==> src/rtl/register_file.sv <==
// register_file: 16 x WIDTH general-purpose register file with a one-hot write
// strobe, two registered read ports, a written-since-reset mask and a sticky
// multi-hot strobe error flag.
// Optional feature: define REGFILE_BYPASS_EN to forward same-edge write data
// to a read port addressing the register being written. Without it, a
// colliding read returns the old contents.
module register_file #(
  parameter int WIDTH = 16
) (
  input  logic             clk,
  input  logic             reset,       // asynchronous, active-low
  input  logic [15:0]      regEnable,
  input  logic [WIDTH-1:0] wdata,
  input  logic             rd_en,
  input  logic [3:0]       raddr_a,
  input  logic [3:0]       raddr_b,
  input  logic             err_clr,
  output logic [WIDTH-1:0] rdata_a,
  output logic [WIDTH-1:0] rdata_b,
  output logic [15:0]      valid_mask,
  output logic             onehot_err
);

  logic [WIDTH-1:0] regs_q [16];
  logic [WIDTH-1:0] regs_d [16];
  logic [WIDTH-1:0] rdata_a_q, rdata_a_d;
  logic [WIDTH-1:0] rdata_b_q, rdata_b_d;
  logic [15:0]      valid_q, valid_d;
  logic             err_q, err_d;

  // x & (x-1) clears the lowest set bit; anything left means two or more bits.
  logic multi_hot;
  logic legal_wr;
  assign multi_hot = |(regEnable & (regEnable - 16'd1));
  assign legal_wr  = (|regEnable) && !multi_hot;

  // Read-port source: array contents, optionally overridden by same-edge write data.
  function automatic logic [WIDTH-1:0] read_sel(input logic [3:0] addr);
    logic [WIDTH-1:0] val;
    val = regs_q[addr];
`ifdef REGFILE_BYPASS_EN
    if (legal_wr && regEnable[addr]) val = wdata;
`endif
    return val;
  endfunction

  // Next-state for storage, valid mask, error flag and read ports.
  always_comb begin
    // NOTE: every output of this block is given a default first, so no path
    // leaves a value unassigned and no latch is inferred.
    regs_d    = regs_q;
    valid_d   = valid_q;
    rdata_a_d = rdata_a_q;
    rdata_b_d = rdata_b_q;
    if (legal_wr) begin
      for (int i = 0; i < 16; i++) begin
        if (regEnable[i]) regs_d[i] = wdata;
      end
      valid_d = valid_q | regEnable;
    end
    // A new illegal strobe wins over a same-edge clear.
    err_d = multi_hot | (err_q & ~err_clr);
    if (rd_en) begin
      rdata_a_d = read_sel(raddr_a);
      rdata_b_d = read_sel(raddr_b);
    end
  end

  // State registers; reset clears the whole array so no stale data survives.
  always_ff @(posedge clk or negedge reset) begin
    if (!reset) begin
      // NOTE: the storage array is reset deliberately: a read after reset must
      // return zero, so this cannot be left to a reset-less RAM macro.
      for (int i = 0; i < 16; i++) regs_q[i] <= '0;
      rdata_a_q <= '0;
      rdata_b_q <= '0;
      valid_q   <= '0;
      err_q     <= 1'b0;
    end else begin
      // NOTE: non-blocking assignments so every flop samples pre-edge values.
      regs_q    <= regs_d;
      rdata_a_q <= rdata_a_d;
      rdata_b_q <= rdata_b_d;
      valid_q   <= valid_d;
      err_q     <= err_d;
    end
  end

  assign rdata_a    = rdata_a_q;
  assign rdata_b    = rdata_b_q;
  assign valid_mask = valid_q;
  assign onehot_err = err_q;

endmodule

==> config.mk <==
export PLATFORM = sky130hd
export DESIGN_NAME = register_file
export DESIGN_NICKNAME = d
export VERILOG_FILES = /design/src/rtl/register_file.sv
export SDC_FILE = /design/constraint.sdc
export NUM_CORES = 1
export LEC_CHECK = 0
export CORE_ASPECT_RATIO = 1.1
export CORE_UTILIZATION = 25
export CTS_CLUSTER_SIZE = 8
export DETAILED_ROUTE_END_ITERATION = 8
export HOLD_SLACK_MARGIN = 0.05
export PLACE_DENSITY = 0.49
export SKIP_LAST_GASP = 1
export SYNTH_ARGS = -nofsm -noshare
export SYNTH_HDL_FRONTEND = slang
export SYNTH_SLANG_ARGS = --single-unit
==> constraint.sdc <==
create_clock -name clk -period 1.6 [get_ports clk]
set_clock_uncertainty 0.05 [all_clocks]
set_input_delay 0.32 -clock clk [delete_from_list [all_inputs] [get_ports clk]]
set_output_delay 0.32 -clock clk [all_outputs]
set_load 0.05 [all_outputs]
Word level (Yosys, flattened, before mapping)
Index checks and enable logic that the tools add are counted.
{"block": "classes", "n_reduce_logical": 20, "bitwise": 7, "n_mux": 6, "add_sub_neg": 1, "magnitude_cmp": 2}
{"cell": "$bmux 16 s4", "n": 2}
{"cell": "$mux 16", "n": 4}
{"cell": "$reduce_and 2->1", "n": 16}
{"cell": "$reduce_or 16->1", "n": 2}
{"cell": "$and 16x16->16", "n": 1}
{"cell": "$or 16x16->16", "n": 1}
{"cell": "$sub 16x1->16 const B", "n": 1}
{"cell": "$ge 5x5->1 const B", "n": 2}
{"cell": "$not 4->5", "n": 2}
{"cell": "$and 1x1->1", "n": 1}
{"cell": "$logic_and 1x1->1", "n": 1}
{"cell": "$logic_not 1->1", "n": 1}
{"cell": "$not 1->1", "n": 1}
{"cell": "$or 1x1->1", "n": 1}
{"block": "totals", "out_inout_bits": 49, "regBits": 305, "inputBits": 44}

Longest topological paths before layout
Gate-level depths: netlist (run 1).
{"block": "logic_depth", "ltp_word": 6, "mapped_depth": 9, "depth_no_buf": 5}

Worst setup path after synthesis (run 1)
OpenSTA, ideal clock, no wires.
{"block": "synth_path", "path_type": "in2reg", "from": "in raddr_a[0]", "to": "reg rdata_a_q[15] (netlist: rdata_a[15])", "setup_time_ns": 0.125, "t_arrival_ns": 2.506, "stages": 5, "n_path_buf": 2, "setup_slack_ns": -1.080, "cell_sequence": "clkbuf_1 > buf_1 > mux4_2 > mux4_2 > mux2_2"}
{"block": "synth_via", "elab_chain_len": 4}
{"item": "start: declaration", "line_no": "15", "text": "input logic [3:0] raddr_a,"}
{"item": "$not 4->5 (not written as such)", "line_no": "40", "text": "val = regs_q[addr];"}
{"item": "$bmux 16 s4", "line_no": "40"}
{"item": "$mux 16 (not written as such) (2 in series)", "line_no": "40"}
{"item": "end signal: assignment", "line_no": "82", "text": "rdata_a_q <= rdata_a_d;"}
{"item": "end: declaration", "line_no": "26", "text": "logic [WIDTH-1:0] rdata_a_q, rdata_a_d;"}
No other way between the ends. The select of a mux whose other input is x is not followed.
A chain may end at the register's enable or synchronous reset.

Worst setup path in the final report (run 1)
{"block": "layout_path", "from": "in regEnable[10]", "to": "reg regs_q[47] (netlist bit)"}
{"block": "layout_via", "elab_chain_len": 6, "elab_cells_between_ends": 7, "classes_between": "1 x add/sub; 1 x bitwise; 5 x reduce/logical"}
{"item": "start: declaration", "line_no": "12", "text": "input logic [15:0] regEnable,"}
{"item": "$sub 16x1->16", "line_no": "34", "text": "assign multi_hot = |(regEnable & (regEnable - 16'd1));"}
{"item": "$and 16x16->16", "line_no": "34"}
{"item": "$reduce_or 16->1", "line_no": "34"}
{"item": "$logic_not 1->1", "line_no": "35", "text": "assign legal_wr = (|regEnable) && !multi_hot;"}
{"item": "$logic_and 1x1->1 (*)", "line_no": "35"}
{"item": "$reduce_and 2->1 (no source line) (*)"}
{"item": "end signal: assignment", "line_no": "81", "text": "regs_q <= regs_d;"}
{"item": "end: declaration", "line_no": "24", "text": "logic [WIDTH-1:0] regs_q [16];"}
Mark *: on every way between the ends. The rest lies on a longest branch, timed or not.

==> results of run 1 <==
stage by stage:
stage | util, % | std cells | setup TNS, ps
6_report | 34.3 | 1991 | -154330
5_1_grt | 34.3 | 1991 | -167050
4_1_cts | 33.9 | 1982 | -139410
3_5_place_dp | 31.7 | 1915 | -405700
3_3_place_gp | 31.7 | 1915 | -400520
2_1_floorplan | - | 901 | -232290
area by class of cell:
class	instances	area, µm²	area share (%)
flip-flops and latches	305	7630	35.5
well taps	833	1040	4.85
multi-input cells	513	8040	37.4
inverters	1	3.75	0.0175
clock buffers	48	1150	5.34
repair buffers	288	3600	16.8
clock inverters	3	22.5	0.105
synth_stat cells, types with 2 or more instances:
master / instances
sky130_fd_sc_hd__dfrtp_1: 305
sky130_fd_sc_hd__mux2_2: 207
sky130_fd_sc_hd__mux4_2: 160
sky130_fd_sc_hd__mux2_4: 81
sky130_fd_sc_hd__clkbuf_1: 39
sky130_fd_sc_hd__buf_1: 18
sky130_fd_sc_hd__nand2b_1: 13
sky130_fd_sc_hd__buf_6: 12
sky130_fd_sc_hd__nand4_4: 9
sky130_fd_sc_hd__buf_2: 7
sky130_fd_sc_hd__or4_1: 6
sky130_fd_sc_hd__or3_1: 5
sky130_fd_sc_hd__buf_4: 4
sky130_fd_sc_hd__nand4_2: 3
sky130_fd_sc_hd__and4_1: 2
sky130_fd_sc_hd__nor2_1: 2
sky130_fd_sc_hd__nor3_1: 2
sky130_fd_sc_hd__o211a_1: 2
sky130_fd_sc_hd__o21ai_0: 2
sky130_fd_sc_hd__o22ai_1: 2
sky130_fd_sc_hd__o31ai_1: 2
sky130_fd_sc_hd__o41ai_2: 2
sky130_fd_sc_hd__or2_2: 2
worst reg2reg max path, cell delays in order (launching register included):
cell and delay (ps):
sky130_fd_sc_hd__dfrtp_1 400, sky130_fd_sc_hd__mux4_2 480, sky130_fd_sc_hd__mux4_2 530, sky130_fd_sc_hd__mux2_4 280
power groups by stage:
| stage | clock (mW) | sequential (mW) | combinational, mW |
|---|---|---|---|
| 6_report | 8.34 | 7.76 | 1.25 |
| 5_1_grt | 8.88 | 7.75 | 1.35 |
| 4_1_cts | 8.64 | 7.75 | 1.26 |
| 3_5_place_dp | 0 | 7.88 | 1.25 |
| 3_3_place_gp | 0 | 7.88 | 1.24 |
| 2_1_floorplan | 0 | 7.89 | 0.554 |
state kept, by name (all words and copies together), names as in the netlist:
signal      count
rdata_b        16
valid_mask     16
rdata_a        16
regs_q        256
onehot_err      1
placed cells by master (no fill, tap or decap), drive strengths merged:
cell type,Yosys,final
dfrtp,305,305
mux2,288,288
buf,43,254
mux4,160,160
clkbuf,39,52
clkdlybuf4s50,0,24
nand4,13,13
nand2b,13,13
or4,6,6
or3,5,5
dlygate4sd2,0,3
inv,1,3
o31ai,3,3
o41ai,2,2
nor3,2,2
o21ai,2,2
nor2,2,2
clkdlybuf4s15,0,2
o211a,2,2
o22ai,2,2
and4,2,2
or2,2,2
nor4,1,1
o32ai,1,1
maj3,1,1
a2111o,1,1
o21a,1,1
and3,1,1
nand2,1,1
nand4bb,1,1
or2b,1,1
clkinv,0,1
dlygate4sd3,0,1
routing by layer:
layer | up-vias | GRT usage, % | routed length, µm
met1 | 5131 | 19.2 | 20700
li1 | 4057 | - | -
met5 | - | 0 | 0
met3 | 67 | 2.51 | 1710
met2 | 218 | 24.2 | 23000
met4 | 0 | 4.96 | 1360
timing repair:
item	CTS	global route
gates resized for setup	55	34
pin swaps	7	9
hold buffers	1	0
endpoints found under the setup margin	305	305
gates cloned	4	4
endpoints found under the hold margin	305	0
setup buffers	11	11
cells by family after synthesis:
kind of cell               after synthesis  share of synthesized area, %
muxes                                  448                          45.1
DFF                                    305                          48.1
buffers and inverters                   83                          2.86
and+or+nand+nor                         50                          3.00
AOI/OAI and AO/OA                       14                         0.821
adders and majority gates                1                        0.0631
worst max path at each step:
stage / startpoint / to / slack [ps] / cells after the start
2_1_floorplan: regEnable[7] / regs_q[102] / -940 / 9
3_3_place_gp: regEnable[6] / regs_q[28] / -1490 / 9
3_5_place_dp: regEnable[6] / regs_q[125] / -1510 / 9
4_1_cts: regEnable[5] / regs_q[115] / -610 / 10
5_1_grt: regEnable[10] / regs_q[32] / -660 / 10
6_report: regEnable[10] / regs_q[47] / -640 / 10
==> metrics.txt, run 1 <==
# TYPE chip_impl_metric gauge
chip_impl_info{name="violations_in_the_final_reports",value="setup timing"} 1
chip_impl_metric{name="synth_nets",unit=""} 945
chip_impl_metric{name="dieWidth",unit="µm"} 242
chip_impl_metric{name="tightestPinTransition",unit="ps"} 397
chip_impl_metric{name="grtUsageTotal",unit="%"} 14.6
chip_impl_metric{name="min_period_over_period",unit="%"} 140
chip_impl_metric{name="final_critical_path_setup_slack",unit="ps"} -637
chip_impl_metric{name="timing.slew.headroom",unit="%"} 73.5
chip_impl_metric{name="globalplace.congestion",unit=""} 0.734
chip_impl_metric{name="top_ports",unit=""} 93
chip_impl_metric{name="setup_viols_final",unit=""} 304
chip_impl_info{name="synthDominantAreaCellType",value="sky130_fd_sc_hd__dfrtp_1"} 1
chip_impl_metric{name="vias_in_the_first_global_route",unit=""} 10600
chip_impl_metric{name="asyncSetResetFlopFracSynth",unit="%"} 100
chip_impl_metric{name="power.share.clock",unit="%"} 48.1
chip_impl_info{name="ys_dominant_reg_cell",value="sky130_fd_sc_hd__dfrtp_1"} 1
chip_impl_metric{name="timing.hold.ws",unit="ps"} 208
chip_impl_info{name="r2r_end",value="rdata_a[7]"} 1
chip_impl_metric{name="clk_sink_count",unit=""} 305
chip_impl_metric{name="power.density_cell_area",unit="nW/µm²"} 807
chip_impl_info{name="criticalPathCategory",value="input pin to register"} 1
chip_impl_metric{name="cp_slowest_stage_delay",unit="ps"} 510
chip_impl_metric{name="num_vias",unit=""} 9473
chip_impl_metric{name="max_cap_viol_count",unit=""} 0
chip_impl_metric{name="timing_max_transition_violations_final",unit=""} 0
chip_impl_info{name="rsz0062_at_grt",value="true"} 1
chip_impl_info{name="synth.area.top_cells",value="sky130_fd_sc_hd__dfrtp_1 (48%), sky130_fd_sc_hd__mux4_2 (23%), sky130_fd_sc_hd__mux2_2 (15%)"} 1
chip_impl_metric{name="synth_cells",unit=""} 901
chip_impl_metric{name="critical_path_required",unit="ps"} 1990
chip_impl_metric{name="postRouteAntennaNets",unit=""} 0
chip_impl_metric{name="initial_core_utilization",unit="%"} 25.3
chip_impl_info{name="worstPathCellList",value="clkdlybuf4s15_1 -> buf_4 -> or3_1 -> o41ai_4 -> o211a_1 -> buf_12 -> buf_4 -> nand4bb_1 -> buf_12 -> mux2_2"} 1
chip_impl_metric{name="maximum_number_of_pins_on_one_net_before_global_route_repair",unit=""} 57
chip_impl_metric{name="drt-initial-drc-count",unit=""} 456
chip_impl_metric{name="hpwlAfterDp",unit="µm"} 29000
chip_impl_metric{name="synthesis.area_per_instance",unit="µm²"} 17.6
chip_impl_info{name="critical-path-top-delay-family",value="buffers and inverters"} 1
chip_impl_metric{name="port-buffer-count",unit=""} 92
chip_impl_metric{name="clkTransAtPathRegs",unit="ps"} 60
chip_impl_metric{name="detailedPlace.worstSlack",unit="ps"} -1510
chip_impl_metric{name="worst_skew_pair.late_latency",unit="ps"} 560
chip_impl_metric{name="fill_cells",unit=""} 5938
chip_impl_metric{name="yosysSeqAreaShare",unit="%"} 48.1
chip_impl_metric{name="fraction_of_power_spent_switching_nets",unit="%"} 23.5
chip_impl_info{name="endpoint_kind",value="register"} 1
chip_impl_metric{name="design.final.nets",unit=""} 1197
chip_impl_metric{name="drc",unit=""} 0
chip_impl_metric{name="cell_rows",unit=""} 96
chip_impl_metric{name="cts_made_buffers",unit=""} 44
chip_impl_metric{name="clk_path_buf_depth",unit=""} 3
chip_impl_metric{name="totalWireLength",unit="µm"} 46700
chip_impl_metric{name="avgViaCountPerCell",unit=""} 4.76
chip_impl_metric{name="crit_fanout",unit=""} 17
chip_impl_info{name="cts-root-buf",value="sky130_fd_sc_hd__clkbuf_16"} 1
chip_impl_metric{name="finalCriticalPeriod",unit="ps"} 2240
chip_impl_info{name="cp_slowest_cell",value="sky130_fd_sc_hd__or3_1"} 1
chip_impl_metric{name="ff2ff_path_depth",unit=""} 3
chip_impl_metric{name="final_area",unit="µm²"} 21500
chip_impl_metric{name="internal_power",unit="mW"} 13.3
chip_impl_metric{name="core_region_area",unit="µm²"} 62600
chip_impl_metric{name="global_route_wire_length_before_repair",unit="µm"} 70100
chip_impl_info{name="worst_setup_path_start_kind",value="input pin"} 1
chip_impl_metric{name="total_power",unit="mW"} 17.3
chip_impl_metric{name="ff2ff_setup_slack",unit="ps"} -270
chip_impl_metric{name="floorplan.die_area",unit="µm²"} 64400
chip_impl_info{name="status",value="finished, violations left"} 1
chip_impl_metric{name="arrival",unit="ps"} 2620
chip_impl_metric{name="critical_path_buf_inv_count",unit=""} 5
chip_impl_metric{name="fmaxAchievable",unit="MHz"} 447
chip_impl_metric{name="antennaDiodeCount",unit=""} 0
chip_impl_metric{name="switching_power_of_the_nets",unit="mW"} 4.08
chip_impl_metric{name="height_of_the_chip",unit="µm"} 266
chip_impl_metric{name="global_route.overflow_total",unit=""} 0
chip_impl_metric{name="synthDominantCellAreaShare",unit="%"} 48.1
chip_impl_metric{name="ir_drop",unit="mV"} 0.636
chip_impl_metric{name="wl_per_cell",unit="µm"} 23.5
chip_impl_metric{name="number_of_antenna_violations_at_the_first_check_in_global_routing",unit=""} 0
chip_impl_metric{name="synth.cell_area",unit="µm²"} 15900
chip_impl_metric{name="edff_count_synth",unit=""} 0
chip_impl_info{name="r2r_start",value="regs_q[71]"} 1
chip_impl_metric{name="power_leakage",unit="nW"} 10.1
chip_impl_info{name="worst_hold_path_type",value="input pin to asynchronous set/reset pin"} 1
chip_impl_metric{name="synthDistinctLibCells",unit=""} 37
chip_impl_metric{name="layout-area-overhead-vs-synth",unit="%"} 35.6
chip_impl_metric{name="total_placed_instance_area",unit="µm²"} 19800
chip_impl_metric{name="yosysWarningCount",unit=""} 0
chip_impl_metric{name="cts_htree_levels",unit=""} 2
chip_impl_metric{name="share_comb_of_total_power",unit="%"} 7.2
chip_impl_metric{name="power.share.sequential",unit="%"} 44.7
chip_impl_metric{name="synth.ff_latch_count",unit=""} 305
chip_impl_metric{name="finalHoldViolCount",unit=""} 0
chip_impl_info{name="clock_tree_from_tritoncts",value="yes"} 1
chip_impl_metric{name="fraction_of_final_layout_cells_with_drive_strength_greater_than_1",unit="%"} 68.0
chip_impl_metric{name="iteration_count_of_the_initial_detailed_routing_pass",unit=""} 4
(Power assumes the default switching activity.)
==> run 2, diff against run 1 <==
- GPL_TIMING_DRIVEN: default -> 0
==> metrics.txt, run 2 (same netlist as run 1, synthesis figures left out) <==
# TYPE chip_impl_metric gauge
chip_impl_metric{name="wl_per_cell",unit="µm"} 27.1
chip_impl_metric{name="crit_fanout",unit=""} 5
chip_impl_info{name="rsz0062_at_grt",value="true"} 1
chip_impl_metric{name="finalHoldViolCount",unit=""} 106
chip_impl_metric{name="max_cap_viol_count",unit=""} 0
chip_impl_metric{name="totalWireLength",unit="µm"} 52800
chip_impl_metric{name="global_route_wire_length_before_repair",unit="µm"} 77100
chip_impl_metric{name="top_ports",unit=""} 93
chip_impl_metric{name="timing_max_transition_violations_final",unit=""} 0
chip_impl_metric{name="share_comb_of_total_power",unit="%"} 7.0
chip_impl_metric{name="avgViaCountPerCell",unit=""} 4.92
chip_impl_metric{name="height_of_the_chip",unit="µm"} 266
chip_impl_metric{name="design.final.nets",unit=""} 1157
chip_impl_metric{name="num_vias",unit=""} 9591
chip_impl_metric{name="grtUsageTotal",unit="%"} 16.7
chip_impl_metric{name="timing.hold.ws",unit="ps"} -322
chip_impl_info{name="mostFrequentLayoutCells",value="sky130_fd_sc_hd__dfrtp_1 (305), sky130_fd_sc_hd__mux4_2 (160), sky130_fd_sc_hd__mux2_2 (157)"} 1
chip_impl_metric{name="internal_power",unit="mW"} 13.3
chip_impl_metric{name="drc",unit=""} 0
chip_impl_metric{name="final_critical_path_setup_slack",unit="ps"} -738
chip_impl_metric{name="total_placed_instance_area",unit="µm²"} 18300
chip_impl_metric{name="timing.slew.headroom",unit="%"} 8.92
chip_impl_metric{name="vias_in_the_first_global_route",unit=""} 10600
chip_impl_metric{name="number_of_antenna_violations_at_the_first_check_in_global_routing",unit=""} 0
chip_impl_metric{name="min_period_over_period",unit="%"} 146
chip_impl_metric{name="setup_viols_final",unit=""} 304
chip_impl_metric{name="hpwlAfterDp",unit="µm"} 32100
chip_impl_metric{name="power.density_cell_area",unit="nW/µm²"} 846
chip_impl_metric{name="final_area",unit="µm²"} 20600
chip_impl_metric{name="ir_drop",unit="mV"} 0.718
chip_impl_metric{name="tightestPinTransition",unit="ps"} 1370
chip_impl_info{name="layout_commonest_cell",value="sky130_fd_sc_hd__dfrtp_1"} 1
chip_impl_metric{name="floorplan.die_area",unit="µm²"} 64400
chip_impl_info{name="clock_tree_from_tritoncts",value="yes"} 1
chip_impl_info{name="criticalPathCategory",value="input pin to register"} 1
chip_impl_metric{name="fill_cells",unit=""} 6025
chip_impl_metric{name="clk_sink_count",unit=""} 305
chip_impl_metric{name="power.share.clock",unit="%"} 48.6
chip_impl_metric{name="core_region_area",unit="µm²"} 62600
chip_impl_info{name="regMostFlops",value="regs_q"} 1
chip_impl_info{name="endpoint_kind",value="register"} 1
chip_impl_metric{name="total_power",unit="mW"} 17.4
chip_impl_metric{name="critical_path_required",unit="ps"} 1990
chip_impl_metric{name="cts_made_buffers",unit=""} 44
chip_impl_metric{name="cell_rows",unit=""} 96
chip_impl_info{name="status",value="finished, violations left"} 1
chip_impl_metric{name="dieWidth",unit="µm"} 242
chip_impl_metric{name="finalCriticalPeriod",unit="ps"} 2340
chip_impl_metric{name="postRouteAntennaNets",unit=""} 0
chip_impl_info{name="worst_hold_path_type",value="input pin to asynchronous set/reset pin"} 1
chip_impl_metric{name="numPlacedInstances",unit=""} 1819
chip_impl_metric{name="clkTransAtPathRegs",unit="ps"} 50
chip_impl_metric{name="fraction_of_power_spent_switching_nets",unit="%"} 23.9
chip_impl_metric{name="globalplace.congestion",unit=""} 0.772
chip_impl_info{name="worst_setup_path_start_kind",value="input pin"} 1
chip_impl_metric{name="worst_skew_pair.late_latency",unit="ps"} 560
chip_impl_metric{name="power_leakage",unit="nW"} 9.82
chip_impl_metric{name="antennaDiodeCount",unit=""} 0
chip_impl_metric{name="maximum_number_of_pins_on_one_net_before_global_route_repair",unit=""} 114
chip_impl_metric{name="layout-area-overhead-vs-synth",unit="%"} 30.1
chip_impl_metric{name="arrival",unit="ps"} 2730
chip_impl_metric{name="global_route.overflow_total",unit=""} 0
chip_impl_metric{name="fmaxAchievable",unit="MHz"} 428
chip_impl_metric{name="port-buffer-count",unit=""} 83
chip_impl_metric{name="power.share.sequential",unit="%"} 44.4
chip_impl_metric{name="switching_power_of_the_nets",unit="mW"} 4.18
chip_impl_metric{name="clk_path_buf_depth",unit=""} 3
chip_impl_metric{name="cts_htree_levels",unit=""} 2
chip_impl_metric{name="drt-initial-drc-count",unit=""} 538
chip_impl_metric{name="initial_core_utilization",unit="%"} 25.3
chip_impl_info{name="violations_in_the_final_reports",value="hold timing, setup timing"} 1
chip_impl_info{name="cts-root-buf",value="sky130_fd_sc_hd__clkbuf_16"} 1
chip_impl_metric{name="largest_register_ffs",unit=""} 256
chip_impl_metric{name="iteration_count_of_the_initial_detailed_routing_pass",unit=""} 6
chip_impl_metric{name="detailedPlace.worstSlack",unit="ps"} -2250
chip_impl_metric{name="fin_cells",unit=""} 1951
chip_impl_metric{name="fraction_of_final_layout_cells_with_drive_strength_greater_than_1",unit="%"} 65.7
[run 2: repair_timing]
| action | in CTS | in global routing |
|---|---|---|
| resized for setup | 140 | 208 |
| cloned | 9 | 2 |
| pin swaps | 18 | 13 |
| endpoints found under the setup margin | 354 | 466 |
| hold endpoints to repair | 106 | 106 |
| setup buffers | 52 | 26 |
[run 2: through the flow]
stage / util [%] / setup TNS, ps
CTS: 32.8 / -192300
floorplan: - / -232290
global route: 33.0 / -180380
global placement: 29.1 / -4712410
detailed placement: 29.2 / -584290
finish: 33.0 / -173890
[run 2: area by class of cell]
class,instances,area [µm²],area share (%)
multi-input combinational,513,8070,39.1
clock inverter,2,17.5,0.0849
tap,833,1040,5.05
clock buffer,49,1170,5.68
buffer,79,945,4.58
inverter,1,3.75,0.0182
timing repair buffer,169,1740,8.43
sequential,305,7630,37.0
[run 2: power groups by stage]
stage               clock network [mW]  logic (mW)  registers [mW]
floorplan                            0       0.554            7.89
global placement                     0        1.16            7.89
detailed placement                   0        1.19            7.88
CTS                               8.77        1.22            7.75
global route                      9.06        1.31            7.75
finish                            8.47        1.22            7.75
[run 2: per-layer routing]
| layer | share of wire (%) | track usage (%) |
|---|---|---|
| met3 | 4.0 | 3.14 |
| met4 | 2.7 | 5.59 |
| met1 | 45 | 22.6 |
| met5 | 0 | 0 |
| met2 | 48 | 26.9 |
[run 2: worst paths after layout]
check / from / end / slack (ps) / cells after the start
max: regEnable[0] / regs_q[199] / -740 / 11
min: reset / valid_mask[0] / -320 / 1
max reg2reg: regs_q[195] / rdata_a[3] / -290 / 3
min reg2reg: valid_mask[3] / valid_mask[3] / 410 / 1
max in group asynchronous: reset / valid_mask[2] / 370 / 3
min in group clk: rd_en / rdata_b[15] / 110 / 2
[run 2: critical path: stages]
cell and delay, ps:
sky130_fd_sc_hd__buf_8 100, sky130_fd_sc_hd__or4_4 540, sky130_fd_sc_hd__buf_8 160, sky130_fd_sc_hd__o41ai_4 300, sky130_fd_sc_hd__o211a_1 200, sky130_fd_sc_hd__buf_6 120
sky130_fd_sc_hd__buf_12 110, sky130_fd_sc_hd__buf_8 130, sky130_fd_sc_hd__nand4_4 200, sky130_fd_sc_hd__clkbuf_16 260, sky130_fd_sc_hd__mux2_4 290
==> run 3, diff against run 2 <==
- PLACE_DENSITY: 0.49 -> 0.52
- clock period: 1.6 -> 2.75 ns (I/O delays scaled with it)
==> metrics.txt, run 3 (same netlist as run 1, synthesis figures left out) <==
# TYPE chip_impl_metric gauge
chip_impl_metric{name="wl_per_cell",unit="µm"} 26.0
chip_impl_metric{name="drt-initial-drc-count",unit=""} 634
chip_impl_metric{name="ff2ff_setup_slack",unit="ps"} 870
chip_impl_metric{name="totalWireLength",unit="µm"} 49200
chip_impl_metric{name="clk_sink_count",unit=""} 305
chip_impl_metric{name="timing.hold.worst_path_depth",unit=""} 2
chip_impl_metric{name="timing.slew.headroom",unit="%"} 12.8
chip_impl_metric{name="dieWidth",unit="µm"} 242
chip_impl_metric{name="floorplan.die_area",unit="µm²"} 64400
chip_impl_metric{name="postRouteAntennaNets",unit=""} 0
chip_impl_metric{name="grtUsageTotal",unit="%"} 15.5
chip_impl_info{name="rsz0062_at_grt",value="true"} 1
chip_impl_metric{name="cell_rows",unit=""} 96
chip_impl_metric{name="fraction_of_final_layout_cells_with_drive_strength_greater_than_1",unit="%"} 56.6
chip_impl_metric{name="finalHoldViolCount",unit=""} 0
chip_impl_info{name="criticalPathCategory",value="input pin to register"} 1
chip_impl_metric{name="vias_in_the_first_global_route",unit=""} 10200
chip_impl_metric{name="arrival",unit="ps"} 3130
chip_impl_metric{name="number_of_antenna_violations_at_the_first_check_in_global_routing",unit=""} 0
chip_impl_metric{name="numPlacedInstances",unit=""} 1819
chip_impl_metric{name="initial_core_utilization",unit="%"} 25.3
chip_impl_metric{name="final_area",unit="µm²"} 19400
chip_impl_metric{name="timing.setup.tns",unit="ps"} -11.6
chip_impl_metric{name="cts_htree_levels",unit=""} 2
chip_impl_metric{name="port-buffer-count",unit=""} 83
chip_impl_info{name="hold_path.startpoint",value="rd_en"} 1
chip_impl_metric{name="global_route.overflow_total",unit=""} 0
chip_impl_info{name="endpoint_kind",value="register"} 1
chip_impl_metric{name="avgViaCountPerCell",unit=""} 4.94
chip_impl_metric{name="top_ports",unit=""} 93
chip_impl_metric{name="iteration_count_of_the_initial_detailed_routing_pass",unit=""} 5
chip_impl_metric{name="total_placed_instance_area",unit="µm²"} 17900
chip_impl_metric{name="clk_path_buf_depth",unit=""} 3
chip_impl_info{name="status",value="finished, violations left"} 1
chip_impl_info{name="r2r_end",value="rdata_a[4]"} 1
chip_impl_metric{name="final_critical_path_setup_slack",unit="ps"} -11.6
chip_impl_metric{name="drc",unit=""} 0
chip_impl_metric{name="tightestPinTransition",unit="ps"} 1310
chip_impl_metric{name="design.final.nets",unit=""} 1102
chip_impl_metric{name="timing.hold.ws",unit="ps"} 407
chip_impl_metric{name="clkTransAtPathRegs",unit="ps"} 50
chip_impl_info{name="r2r_start",value="regs_q[196]"} 1
chip_impl_info{name="cts-root-buf",value="sky130_fd_sc_hd__clkbuf_16"} 1
chip_impl_metric{name="num_vias",unit=""} 9352
chip_impl_metric{name="setup_viols_final",unit=""} 1
chip_impl_metric{name="height_of_the_chip",unit="µm"} 266
chip_impl_metric{name="fmaxAchievable",unit="MHz"} 362
chip_impl_metric{name="cp_slowest_stage_delay",unit="ps"} 840
chip_impl_metric{name="global_route_wire_length_before_repair",unit="µm"} 72100
chip_impl_metric{name="layout-area-overhead-vs-synth",unit="%"} 22.4
chip_impl_metric{name="antennaDiodeCount",unit=""} 0
chip_impl_metric{name="hpwlAfterDp",unit="µm"} 31100
chip_impl_info{name="mostFrequentLayoutCells",value="sky130_fd_sc_hd__dfrtp_1 (305), sky130_fd_sc_hd__mux2_2 (207), sky130_fd_sc_hd__mux4_2 (160)"} 1
chip_impl_metric{name="core_region_area",unit="µm²"} 62600
chip_impl_info{name="violations_in_the_final_reports",value="setup timing"} 1
chip_impl_metric{name="fin_cells",unit=""} 1892
chip_impl_info{name="timing.hold.worst_endpoint",value="rdata_b[15]"} 1
chip_impl_metric{name="largest_register_ffs",unit=""} 256
chip_impl_metric{name="cts_made_buffers",unit=""} 44
chip_impl_metric{name="power.density_cell_area",unit="nW/µm²"} 510
chip_impl_metric{name="worst_skew_pair.late_latency",unit="ps"} 540
chip_impl_info{name="clock_tree_from_tritoncts",value="yes"} 1
chip_impl_metric{name="final_util",unit="%"} 31.0
chip_impl_metric{name="ir_drop",unit="mV"} 0.369
chip_impl_info{name="worst_hold_path_type",value="input pin to register"} 1
chip_impl_info{name="layout_commonest_cell",value="sky130_fd_sc_hd__dfrtp_1"} 1
chip_impl_metric{name="max_cap_viol_count",unit=""} 0
chip_impl_metric{name="crit_fanout",unit=""} 10
chip_impl_info{name="worst_setup_path_start_kind",value="input pin"} 1
chip_impl_metric{name="power_leakage",unit="nW"} 8.98
chip_impl_info{name="cp_slowest_cell",value="sky130_fd_sc_hd__clkbuf_1"} 1
chip_impl_metric{name="timing_max_transition_violations_final",unit=""} 0
chip_impl_metric{name="critical_path_required",unit="ps"} 3120
chip_impl_info{name="regMostFlops",value="regs_q"} 1
chip_impl_metric{name="min_period_over_period",unit="%"} 100
chip_impl_metric{name="globalplace.congestion",unit=""} 0.777
chip_impl_info{name="worstPathCellList",value="clkbuf_1 -> clkbuf_1 -> mux4_2 -> mux4_2 -> mux2_2"} 1
chip_impl_metric{name="ff2ff_path_depth",unit=""} 3
chip_impl_metric{name="maximum_number_of_pins_on_one_net_before_global_route_repair",unit=""} 116
chip_impl_metric{name="finalCriticalPeriod",unit="ps"} 2760
==> run 3: cell count changes in the layout (fill, tap and decap cells not counted), sizes merged <==
| cell | previous run | this run |
|---|---|---|
| dlymetal6s2s | 1 | 4 |
| clkbuf | 117 | 101 |
| inv | 3 | 1 |
| clkdlybuf4s50 | 18 | 69 |
| bufbuf | 1 | 0 |
| dlygate4sd3 | 0 | 1 |
| clkinv | 0 | 1 |
| buf | 156 | 60 |
==> run 3: timing repair <==
| action | CTS | global route |
|---|---|---|
| setup endpoints to repair | 291 | 234 |
| cloned | 0 | 3 |
| hold endpoints to repair | 81 | 0 |
| hold buffers | 1 | 0 |
| setup buffers | 20 | 2 |
| pin swaps | 2 | 3 |
| resized for setup | 36 | 51 |
==> run 3: where the power goes <==
part / switching, mW / internal, mW
clock: 1.90 / 2.85
combinational: 0.427 / 0.204
sequential: 0.00601 / 4.51
==> run 3: how the worst max path moves through the flow <==
stage,start,endpoint,slack (ps),depth (start not counted)
3_3_place_gp,reset,rdata_a[0],-12760,1
2_1_floorplan,regEnable[7],regs_q[102],-20,9
4_1_cts,regEnable[4],regs_q[183],-0.1,10
3_5_place_dp,regEnable[4],regs_q[12],-1400,7
6_report,raddr_a[1],rdata_a[6],-10,5
5_1_grt,raddr_a[0],rdata_a[4],-10,5
==> run 3: metrics by stage <==
stage | setup slack (ps) | power (mW)
after floorplan | -22.8 | 4.87
after global placement | -12760 | 5.21
after detailed placement | -1400 | 5.22
after CTS | -0.108 | 10.1
after global routing | -14.0 | 10.3
final | -11.6 | 9.89
==> run 3: per-layer routing <==
| metal | track usage [%] | part of all wire (%) | wire, µm | up-vias |
|---|---|---|---|---|
| met5 | 0 | 0 | 0 | - |
| met3 | 2.42 | 4.1 | 2010 | 85 |
| met1 | 21.1 | 45 | 22000 | 5148 |
| li1 | - | - | - | 3872 |
| met4 | 4.57 | 2.7 | 1340 | 0 |
| met2 | 25.4 | 48 | 23900 | 247 |
==> run 3: cell type report <==
| cell class | instances | area [µm²] |
|---|---|---|
| timing repair buffer | 111 | 1120 |
| buffer | 82 | 631 |
| clock buffer | 46 | 1130 |
| sequential | 305 | 7630 |
| inverter | 1 | 3.75 |
| multi-input combinational | 513 | 7840 |
| tap | 833 | 1040 |
| clock inverter | 1 | 8.76 |
| fill | 6145 | 43200 |
==> run 3: worst max-delay path, delay by kind of cell <==
kind / cells / cell delay, ps
buffers and inverters: 2 / 1300
multiplexers: 3 / 1260
